--- config.mk ---
export PLATFORM = sky130hd
export DESIGN_NAME = fm_sb_freeze_monitor
export DESIGN_NICKNAME = d
export VERILOG_FILES = /design/src/rtl/fm_sb_freeze_monitor.sv
export SDC_FILE = /design/constraint.sdc
export NUM_CORES = 1
export LEC_CHECK = 0
export ABC_AREA = 1
export CAP_MARGIN = 10
export CORE_MARGIN = 2
export CORE_UTILIZATION = 35
export CTS_CLUSTER_DIAMETER = 150
export DETAILED_ROUTE_END_ITERATION = 16
export GPL_TIMING_DRIVEN = 0
export SLEW_MARGIN = 20
export SYNTH_ARGS = -nofsm -noshare
export SYNTH_HDL_FRONTEND = slang
export SYNTH_SLANG_ARGS = --single-unit
--- constraint.sdc ---
create_clock -name axi_clk -period 4.91 [get_ports axi_clk]
set_input_delay 1.473 -clock axi_clk [delete_from_list [all_inputs] [get_ports axi_clk]]
set_output_delay 1.473 -clock axi_clk [all_outputs]
set_load 0.02 [all_outputs]
--- src/rtl/fm_sb_freeze_monitor.sv ---
// Spy-buffer freeze responder: global freeze handshake FSM with timeout, status words
// and sticky error flags. Optional FM_SB_FREEZE_LATENCY_EN adds a worst-case freeze latency.
module fm_sb_freeze_monitor #(
  parameter int unsigned SB_N           = 64,
  parameter int unsigned TIMEOUT_CYCLES = 1024,
  parameter int unsigned CNT_W          = 16
) (
  input  logic             axi_clk,
  input  logic             axi_rst_n,
  input  logic [SB_N-1:0]  freeze_req,
  input  logic [SB_N-1:0]  freeze_ack,
  input  logic             clear_err,
  output logic [31:0]      freeze_status_0,
  output logic [31:0]      freeze_status_1,
  output logic [63:0]      unexpected_ack,
  output logic             all_frozen,
  output logic             timeout_err,
  output logic [2:0]       fsm_state,
  output logic [CNT_W-1:0] freeze_count
`ifdef FM_SB_FREEZE_LATENCY_EN
  ,
  output logic [15:0]      freeze_lat_max
`endif
);

  localparam int unsigned TW = $clog2(TIMEOUT_CYCLES);
  localparam logic [TW-1:0] TimerReload = TW'(TIMEOUT_CYCLES - 1);

  typedef enum logic [2:0] {
    StIdle    = 3'd0,
    StWaitAck = 3'd1,
    StFrozen  = 3'd2,
    StRelease = 3'd3,
    StTimeout = 3'd4
  } state_e;

  state_e           state_q, state_d;
  logic [TW-1:0]    timer_q, timer_d;
  logic [63:0]      req_q, ack_q;
  logic [63:0]      status_q, status_d;
  logic [63:0]      unexp_q, unexp_d;
  logic             to_q, to_d;
  logic [CNT_W-1:0] cnt_q, cnt_d;
  logic             to_set, frz_inc;

  // Zero-extend to the full 64-bit map so bits >= SB_N are tied low everywhere.
  logic [63:0] req_w, ack_w;
  assign req_w = 64'(freeze_req);
  assign ack_w = 64'(freeze_ack);

  logic req_all, acked, ack_none, req_rise, ack_fall;
  assign req_all  = (req_w != '0);
  assign acked    = ((ack_w & req_w) == req_w);
  assign ack_none = (ack_w == '0);
  assign req_rise = |(req_w & ~req_q);
  assign ack_fall = |(ack_q & ~ack_w & req_w);

  always_ff @(posedge axi_clk or negedge axi_rst_n) begin
    if (!axi_rst_n) begin
      state_q <= StIdle;
      timer_q <= '0;
    end else begin
      state_q <= state_d;
      timer_q <= timer_d;
    end
  end

  always_comb begin
    state_d = state_q;
    timer_d = timer_q;
    to_set  = 1'b0;
    frz_inc = 1'b0;
    unique case (state_q)
      StIdle: begin
        if (req_all) begin
          state_d = StWaitAck;
          timer_d = TimerReload;
        end
      end
      StWaitAck: begin
        if (!req_all) begin
          state_d = StRelease;
          timer_d = TimerReload;
        end else if (acked) begin
          state_d = StFrozen;
          frz_inc = 1'b1;
        end else if (timer_q == '0) begin
          state_d = StTimeout;
          to_set  = 1'b1;
        end else begin
          timer_d = timer_q - 1'b1;
        end
      end
      StFrozen: begin
        if (!req_all) begin
          state_d = StRelease;
          timer_d = TimerReload;
        end else if (req_rise || ack_fall) begin
          state_d = StWaitAck;
          timer_d = TimerReload;
        end
      end
      StRelease: begin
        if (req_all) begin
          state_d = StWaitAck;
          timer_d = TimerReload;
        end else if (ack_none) begin
          state_d = StIdle;
        end else if (timer_q == '0) begin
          state_d = StTimeout;
          to_set  = 1'b1;
        end else begin
          timer_d = timer_q - 1'b1;
        end
      end
      StTimeout: begin
        if (!req_all && ack_none) state_d = StIdle;
      end
      default: state_d = StIdle;
    endcase
  end

  always_comb begin
    fsm_state  = state_q;
    all_frozen = (state_q == StFrozen);
  end

  // Clear first, then OR in same-cycle detections so they survive clear_err.
  always_comb begin
    status_d = req_w & ack_w;
    unexp_d  = (clear_err ? '0 : unexp_q) | (ack_w & ~req_w);
    to_d     = (clear_err ? 1'b0 : to_q) | to_set;
    cnt_d    = (frz_inc && (cnt_q != '1)) ? cnt_q + 1'b1 : cnt_q;
  end

  always_ff @(posedge axi_clk or negedge axi_rst_n) begin
    if (!axi_rst_n) begin
      req_q    <= '0;
      ack_q    <= '0;
      status_q <= '0;
      unexp_q  <= '0;
      to_q     <= 1'b0;
      cnt_q    <= '0;
    end else begin
      req_q    <= req_w;
      ack_q    <= ack_w;
      status_q <= status_d;
      unexp_q  <= unexp_d;
      to_q     <= to_d;
      cnt_q    <= cnt_d;
    end
  end

  assign freeze_status_0 = status_q[31:0];
  assign freeze_status_1 = status_q[63:32];
  assign unexpected_ack  = unexp_q;
  assign timeout_err     = to_q;
  assign freeze_count    = cnt_q;

`ifdef FM_SB_FREEZE_LATENCY_EN
  logic [15:0] lat_cnt_q, lat_cnt_d;
  logic [15:0] lat_max_q, lat_max_d;

  // lat_cnt_q holds the number of cycles spent in WAIT_ACK so far, starting at 1.
  always_comb begin
    lat_cnt_d = lat_cnt_q;
    lat_max_d = clear_err ? '0 : lat_max_q;
    if ((state_d == StWaitAck) && (state_q != StWaitAck)) begin
      lat_cnt_d = 16'd1;
    end else if ((state_q == StWaitAck) && (lat_cnt_q != 16'hFFFF)) begin
      lat_cnt_d = lat_cnt_q + 16'd1;
    end
    if (frz_inc && (lat_cnt_q > lat_max_d)) lat_max_d = lat_cnt_q;
  end

  always_ff @(posedge axi_clk or negedge axi_rst_n) begin
    if (!axi_rst_n) begin
      lat_cnt_q <= '0;
      lat_max_q <= '0;
    end else begin
      lat_cnt_q <= lat_cnt_d;
      lat_max_q <= lat_max_d;
    end
  end

  assign freeze_lat_max = lat_max_q;
`endif

endmodule
# == Word level (Yosys, flattened, before mapping) ==
# Cells that the tools add are included.
# totals
regBits,286
input_bits,131
out_inout_bits,149
wordCells,74
# op_classes
addsub,2
n_eq_ne,11
muxes,30
bitwise_logic,10
n_reduce_logical,13
# ops
operator,count
64-bit bitwise AND,5
64-bit inverter,3
64-bit OR reduction,2
10-bit two-way mux,8
64-bit == test,1
64-bit zero test,1
64-bit two-way mux,1
64-bit bitwise OR,1
64-bit nonzero test,1
10-bit case mux with 4 select lines,1
3-bit two-way mux,9
"16-bit by 1-bit adder with 16-bit output, second input constant",1
"16-bit != test, second input constant",1
3-bit case mux with 5 select lines,1
10-bit zero test,1
"10-bit by 1-bit subtractor with 10-bit output, second input constant",1
1-bit two-way mux,9
"3-bit by 2-bit == test with 1-bit output, second input constant",2
"3-bit != test, second input constant",2
5-bit AND reduction,1
"2-bit != test, second input constant",2
4-bit nonzero test,1
"3-bit by 1-bit == test with 1-bit output, second input constant",1
"3-bit == test, second input constant",1
8 further kinds,9

# == Depth between registers and ports, before layout ==
# Gate-level depths: netlist (run 1).
# depth
word_depth,8
ltp_mapped,13

# == Least setup slack after synthesis (run 1) ==
# No wires, ideal clock.
# synth_path
kind,input to register
startpoint,input port freeze_req[6]
endpoint,register timer_q[0]
setup_time_ns,0.118
arrival_time_ns,2.573
t_required_ns,4.792
slack_ns,2.219
path_stages,11
n_path_buf,1
path_cell_list,nor2_1 nand2_1 nor2_1 nand2_1 nor2_4 nand2_4 clkbuf_8 o21ai_0 nand3_1 nand4_1 nand2_1
# synth_between
elab_chain_cells,5
elab_cells_between_ends,17
# synth_lines
item,line_no,rtl
from (decl),10,"input logic [SB_N-1:0] freeze_req,"
"64-bit bitwise AND, on equally long branches","55, 56",
"64-bit OR reduction, on equally long branches","55, 56",
1-bit logical OR,98,end else if (req_rise || ack_fall) begin
3-bit by 2-bit != test with 1-bit output (no source line),n/a,
5-bit AND reduction (no source line),n/a,
to (signal assigned),64,timer_q <= timer_d;
to (decl),38,"logic [TW-1:0] timer_q, timer_d;"
# Several ways; a longest one is shown, not always the timed one.
# A chain may end at the register's enable or synchronous reset.

# == Worst setup path in the final report (run 1) ==
# layout_path
startpoint,input port freeze_req[5]
endpoint,register cnt_q[8] (netlist: freeze_count[8])
# layout_between
elab_chain_cells,6
elab_cells_between_ends,7
# layout_lines
item,line_no,rtl
64-bit bitwise AND,53,assign acked = ((ack_w & req_w) == req_w);
64-bit == test,53,
1-bit two-way mux,84,end else if (acked) begin
1-bit two-way mux (*),81,if (!req_all) begin
1-bit two-way mux (*),73,unique case (state_q)
1-bit logical AND (*),133,cnt_d = (frz_inc && (cnt_q != '1)) ? cnt_q + 1'b1 : cnt_q;
to (signal assigned),150,cnt_q <= cnt_d;
to (decl),43,"logic [CNT_W-1:0] cnt_q, cnt_d;"
# Every way passes the cells marked *; elsewhere a longest branch is shown, timed or not.

==> out/results.txt, run 1 <==
Commonest cells post-synth -> nand2_1 (369), inv_1 (289), dfrtp_1 (286)
clock root cell -> clkbuf_16
io pins -> 280
grt total ovfl -> 0
die area -> 35,900 µm²
YS warnings -> 0
Buffers on Ports -> 278
chip height -> 190 µm
Slew @ Worst Pin -> 1120 ps
vias in the first global route -> 10,200
Worst-Skew Late Latency -> 530 ps
CTS clock-pin slew for the worst setup and hold paths -> 50 ps
post-DP HPWL -> 30,600 µm
area of the multi-input gates -> 3690 µm²
final antenna-violating net count -> 0
final worst slack -> 1170 ps
Hold Crit Start -> timer_q[0]
DRC viols -> 0
DR iter-0 viols -> 792
CP Cell Sequence -> clkdlybuf4s50_1, nand2_1, nand2_1, nor2_1, nand2_1, nor2_1, nand2_1, nor2_1, nand4_2, inv_2, clkbuf_2, o21ai_0
post-layout total power -> 7.00 mW
Synth Area per Inst -> 8.51 µm²
CP Launch Type -> primary input
Vias -> 10,400
fin cells -> 2,206
unrepaired setup endpoints after global routing -> false
sequential fraction of the synthesis area -> 59.4%
Distinct cells, synth -> 33
DRT Pass-1 Iters -> 7
Worst setup EP type -> flip-flop
Comb power frac -> 25.2%
reg-to-reg startpoint -> timer_q[0]
Pwr Density -> 420 nW/µm²
total setup buffers inserted after CTS -> 0
reg-to-reg endpoint -> timer_q[9]
Synthesized Nets -> 1,549
required time of the critical path -> 5280 ps
endpoints failing hold -> 0
max-cap violations -> 0
Sink Count -> 286
dominant cells by area after synthesis -> dfrtp_1 (59%), nand2_1 (11%), inv_1 (9.0%)
cells on worst reg2reg path -> 12
Largest stage delay, worst path -> 670 ps
Total GRT Usage -> 22.9%
Core Area -> 33,700 µm²
layout cells sized above 1 -> 4.61%
Max-slew headroom -> 25.7%
Synth-to-Final Area Change -> 38.2%
run status -> finished clean
largest net degree at the start of global routing -> 92
Final Setup Violations -> 0
WHS Endpoint -> timer_q[0]
clock network power share -> 37.6%
top-area cell type share of the netlist area -> 59.4%
final WL -> 40,600 µm
Placement Rows -> 67
Synth area leader -> dfrtp_1
CTS Buf Count -> 35
Static Leakage -> 8.45 nW
CP Max Fanout -> 10
post-layout min period -> 3740 ps
Final GP Congestion -> 0.891
drt wl/cell -> 18.4 µm
EDFF count, synth -> 0
die width -> 190 µm
Main synth FF type -> dfrtp_1
Hold Buf Count CTS -> 0
slowest stage cell, crit path -> clkdlybuf4s50_1
WHS Path Cells -> 2
top-count cell post-synth -> nand2_1
placed cell count -> 2,145
CTS Buffer Depth -> 3
Max Fclk -> 0.268 GHz
WL met3 -> 2890 µm
Peak VDD IR -> 0.295 mV
uppermost routed layer -> met4
Cell Area, Synth -> 12,000 µm²
cell internal power dissipation -> 4.74 mW
Filler Cells Inserted -> 3,235
Reg area -> 7160 µm²
post-layout net count -> 1,867
met1 wire length -> 18,700 µm
clock skew -> 34.7 ps
Reg2Reg Setup Slack -> 2600 ps
PostCTS Resize Cnt -> 0
P_sw -> 2.25 mW
Reg power frac -> 37.2%
Cells after Synth -> 1,416
htree depth -> 2
met2 WL -> 18,000 µm
Critical Path Most Common Cell -> nand2_1
Final period util -> 76.1%
pre-CTS setup slack -> 647 ps
crit path kind -> primary input to flip-flop
critical path arrival -> 4110 ps
Max Slew Vio Count -> 0
initial antenna violation count -> 2
Hold Crit Class -> flip-flop to flip-flop
vias per inst -> 4.70
Sw Share -> 32.2%
first-pass GRT wire length -> 62,300 µm
FF+latch count, synth -> 286
CTS tree -> done
Starting Density -> 35.7%
ys async rst share -> 100%
[registers in the layout, summed over array words and instances, names as in the netlist]
name / flops
ack_q: 64
freeze_count: 16
fsm_state: 3
req_q: 64
status_q: 64
timeout_err: 1
timer_q: 10
unexpected_ack: 64
[worst max-delay path by stage]
stage	start	cells after the start	slack, ps	end
after floorplan	freeze_req[6]	11	2220	timer_q[0]
after global placement	axi_rst_n	1	-10380	status_q[1]
after detailed placement	freeze_req[5]	12	650	freeze_count[8]
after CTS	freeze_req[5]	12	1160	freeze_count[8]
after global routing	freeze_req[5]	12	1020	freeze_count[14]
final	freeze_req[5]	12	1170	freeze_count[8]
[placed cells by master (no fill, tap or decap), types with 3 or more instances in the layout]
cell / instances
clkdlybuf4s50_1: 277
nor2_1: 156
nand2_1: 369
buf_2: 3
nor3_1: 6
nand3_1: 108
dfrtp_1: 286
xor2_1: 14
inv_1: 289
buf_4: 3
clkbuf_16: 35
clkbuf_1: 10
buf_16: 3
clkinv_2: 5
xnor2_1: 4
nand4_1: 18
clkbuf_8: 9
bufinv_16: 3
o22ai_1: 66
buf_1: 3
o21ai_0: 61
[cells by family (layout without fill, tap and decap cells)]
| group | Yosys count | count (layout) | share of synthesized area (%) |
|---|---|---|---|
| adder cells (fa/ha/maj) | 2 | 2 | 0.208 |
| buffers and inverters | 309 | 649 | 9.91 |
| AO/OA/AOI/OAI | 133 | 133 | 6.27 |
| AND/OR/NAND/NOR | 668 | 668 | 22.9 |
| XOR/XNOR | 18 | 18 | 1.31 |
| other | 0 | 2 | 0 |
| flip-flops | 286 | 286 | 59.4 |
[power groups by stage]
stage	Clock, mW	Combinational (mW)	Sequential, mW
6_report	2.63	1.76	2.60
5_1_grt	2.78	1.97	2.62
4_1_cts	2.69	1.75	2.60
3_5_place_dp	0	1.74	2.64
3_3_place_gp	0	1.72	2.64
2_1_floorplan	0	0.926	2.73
[critical path, delay by kind of cell]
| kind | cells | cell delay (ps) |
|---|---|---|
| compound gates | 1 | 120 |
| simple gates | 8 | 1480 |
| buf+inv | 3 | 1010 |
[per-stage QoR]
step	setup TNS [ps]	area [µm²]	hold slack [ps]	util (%)
after floorplan	0	12000	472	-
after global placement	-2961820	15400	494	45.7
after detailed placement	0	15500	497	45.9
after CTS	0	16600	512	49.4
after global routing	0	16600	535	49.4
final	0	16600	509	49.4
[layer usage]
layer	GRT usage [%]	vias to the layer above
met4	6.80	0
met5	0	-
li1	-	5013
met1	33.0	4972
met2	34.9	333
met3	4.49	54
[final cells by class]
type                       instances  area share, %
tap                              448           3.37
antenna                            2         0.0301
multi-input combinational        821           22.2
inverter                         291           6.56
clock buffer                      47           6.01
buffer                            18          0.609
sequential                       286           43.0
timing repair buffer             281           17.2
clock inverter                    12           1.00
(Power assumes the default switching activity.)
==> inputs of run 2 (changes only) <==
==> constraint.sdc (replaced) <==
create_clock -name axi_clk -period 3.4 [get_ports axi_clk]
set_input_delay 1.02 -clock axi_clk [delete_from_list [all_inputs] [get_ports axi_clk]]
set_output_delay 1.02 -clock axi_clk [all_outputs]
set_load 0.02 [all_outputs]
==> run 2 against run 1 <==
Net effect: critical path type unchanged; flip-flop and latch count stayed put; critical path depth did not move; largest power group unchanged; via count is essentially flat; global-route usage stayed put; combinational power grew 45%; clock skew is essentially flat; clock-buffer cell count is the same; clock power rose by 44%; worst setup slack worse by 910 ps; final area is essentially flat; first-iteration DRC count decreased by 2.8%; sequential share of layout area about the same.
==> out/results.txt, run 2 (synthesized netlist as in run 1, its figures left out) <==
run status -> finished clean (unchanged)
vias per inst -> 4.70 (about the same)
Reg2Reg Setup Slack -> 1080 ps (was 2600 ps)
Core Area -> 33,700 µm² (unchanged)
reg-to-reg startpoint -> timer_q[0] (unchanged)
pre-CTS setup slack -> -410 ps (was 647 ps)
cell internal power dissipation -> 6.85 mW (was 4.74 mW)
clock skew -> 34.9 ps (was 34.7 ps)
drt wl/cell -> 18.4 µm (about the same)
final worst slack -> 262 ps (was 1170 ps)
post-layout total power -> 10.1 mW (was 7.00 mW)
WP depth -> 12 (unchanged)
CTS clock-pin slew for the worst setup and hold paths -> 60 ps (was 50 ps)
CP Max Fanout -> 10 (unchanged)
CP Cell Sequence -> clkdlybuf4s50_1, nand2_1, nand2_1, nor2_1, nand2_1, nor2_1, nand2_1, nor2_2, nand4_2, inv_2, clkbuf_2, o21ai_0 (was clkdlybuf4s50_1, nand2_1, nand2_1, nor2_1, nand2_1, nor2_1, nand2_1, nor2_1, nand4_2, inv_2, clkbuf_2, o21ai_0)
Total GRT Usage -> 22.9% (unchanged)
Synth-to-Final Area Change -> 38.2% (about the same)
CTS tree -> done (unchanged)
io pins -> 280 (unchanged)
final WL -> 40,600 µm (about the same)
Reg power frac -> 37.2% (about the same)
htree depth -> 2 (unchanged)
largest net degree at the start of global routing -> 92 (unchanged)
Comb power frac -> 25.2% (about the same)
commonest non-fill, non-tap cells in the layout -> nand2_1 (369), inv_1 (289), dfrtp_1 (286), clkdlybuf4s50_1 (277), nor2_1 (155) (was nand2_1 (369), inv_1 (289), dfrtp_1 (286), clkdlybuf4s50_1 (277), nor2_1 (156))
slowest stage cell, crit path -> clkdlybuf4s50_1 (unchanged)
area of the multi-input gates -> 3700 µm² (was 3690 µm²)
Final TNS setup -> 0 ps (unchanged)
vias in the first global route -> 10,200 (unchanged)
clock network power share -> 37.6% (about the same)
Final GP Congestion -> 0.891 (unchanged)
Max Fclk -> 0.319 GHz
WP buf/inv -> 3 (unchanged)
Sw Share -> 32.2% (about the same)
Final period util -> 92.3%
reg-to-reg endpoint -> timer_q[9] (unchanged)
Sink Count -> 286 (unchanged)
unrepaired setup endpoints after global routing -> false (unchanged)
die area -> 35,900 µm² (unchanged)
Vias -> 10,400 (about the same)
CTS Buffer Depth -> 3 (unchanged)
CTS Buf Count -> 35 (unchanged)
post-layout min period -> 3140 ps
DR iter-0 viols -> 770 (was 792)
P_sw -> 3.26 mW (was 2.25 mW)
required time of the critical path -> 3770 ps (was 5280 ps)
Slew @ Worst Pin -> 1100 ps (was 1120 ps)
Peak VDD IR -> 0.422 mV (was 0.295 mV)
post-DP HPWL -> 30,600 µm (unchanged)
Critical Path Most Common Cell -> nand2_1 (unchanged)
die width -> 190 µm (unchanged)
Pwr Density -> 607 nW/µm² (was 420 nW/µm²)
cells on worst reg2reg path -> 12 (unchanged)
crit path to -> freeze_count[8] (unchanged)
Max Slew Vio Count -> 0 (unchanged)
post-layout net count -> 1,867 (unchanged)
Reg area -> 7160 µm² (unchanged)
DRT Pass-1 Iters -> 5 (was 7)
placed cell count -> 2,145 (unchanged)
first-pass GRT wire length -> 62,300 µm (unchanged)
endpoints failing hold -> 0 (unchanged)
Buffers on Ports -> 278 (unchanged)
Filler Cells Inserted -> 3,233 (was 3,235)
Hold Buf Count CTS -> 0 (unchanged)
Worst setup EP type -> flip-flop (unchanged)
Worst-Skew Late Latency -> 530 ps (about the same)
DRC viols -> 0 (unchanged)
grt total ovfl -> 0 (unchanged)
critical path arrival -> 3510 ps (was 4110 ps)
chip height -> 190 µm (unchanged)
initial antenna violation count -> 2 (unchanged)
CP Launch Type -> primary input (unchanged)
Max-slew headroom -> 26.4% (was 25.7%)
leading cell type in the layout, fill and taps excluded -> nand2_1 (unchanged)
Starting Density -> 35.7% (unchanged)
max-cap violations -> 0 (unchanged)
Hold Crit Class -> primary input to async pin (was flip-flop to flip-flop)
Static Leakage -> 8.45 nW (about the same)
PostCTS Resize Cnt -> 0 (unchanged)
Largest stage delay, worst path -> 680 ps (was 670 ps)
total setup buffers inserted after CTS -> 0 (unchanged)
minimum hold slack -> 388 ps (was 509 ps)
fin cells -> 2,206 (unchanged)
crit path kind -> primary input to flip-flop (unchanged)
Placement Rows -> 67 (unchanged)
final antenna-violating net count -> 0 (unchanged)
layout cells sized above 1 -> 4.67% (was 4.61%)
Final Setup Violations -> 0 (unchanged)
Crit. Startpoint -> freeze_req[5] (unchanged)
clock root cell -> clkbuf_16 (unchanged)
CP top delay family -> simple AND/OR/NAND/NOR gates (unchanged)
==> run 2: per-stage QoR <==
stage / cell area [µm²] / util, %
after floorplan: 12000 / -
after global placement: 15400 / 45.7
after detailed placement: 15500 / 45.9
after CTS: 16600 / 49.4
after global routing: 16700 / 49.4
final: 16700 / 49.4
==> run 2: worst min-delay path by stage <==
stage / endpoint / slack, ps / cells past startpoint
6_report: status_q[59] / 390 / 1
5_1_grt: ack_q[59] / 410 / 1
4_1_cts: status_q[59] / 390 / 1
3_5_place_dp: timer_q[0] / 500 / 2
3_3_place_gp: timer_q[0] / 490 / 2
2_1_floorplan: timer_q[0] / 470 / 2
==> run 2: cell type report <==
| class | instances | area share (%) |
|---|---|---|
| Sequential cell | 286 | 43.0 |
| Multi-Input combinational cell | 821 | 22.2 |
| Timing Repair Buffer | 281 | 17.2 |
| Inverter | 291 | 6.56 |
| Clock buffer | 47 | 6.01 |
| Tap cell | 448 | 3.37 |
| Clock inverter | 12 | 0.999 |
| Buffer | 18 | 0.609 |
| Antenna cell | 2 | 0.0301 |
==> run 2: per-layer routing <==
metal / vias up / share of wire (%) / global-route usage, %
li1: 5014 / - / -
met1: 4962 / 46 / 33.0
met2: 343 / 44 / 34.9
met3: 54 / 7.2 / 4.49
met4: 0 / 2.5 / 6.80
met5: - / 0 / 0
==> run 2: power groups by stage <==
stage | clock, mW | combinational (mW) | sequential (mW)
2_1_floorplan | 0 | 1.34 | 3.94
3_3_place_gp | 0 | 2.48 | 3.82
3_5_place_dp | 0 | 2.51 | 3.81
4_1_cts | 3.88 | 2.53 | 3.76
5_1_grt | 4.01 | 2.84 | 3.78
6_report | 3.80 | 2.55 | 3.76
==> run 2: worst register-to-register path, stage by stage, from the launching register on <==
cell	delay [ps]
dfrtp_1	390
inv_1	170
ha_1	280
nand2_1	140
nor2_2	280
nand2_1	130
buf_2	230
nand3_1	190
nand2_1	80
nand2_1	60
nand3_1	80
nand4_1	130
nand2_1	70
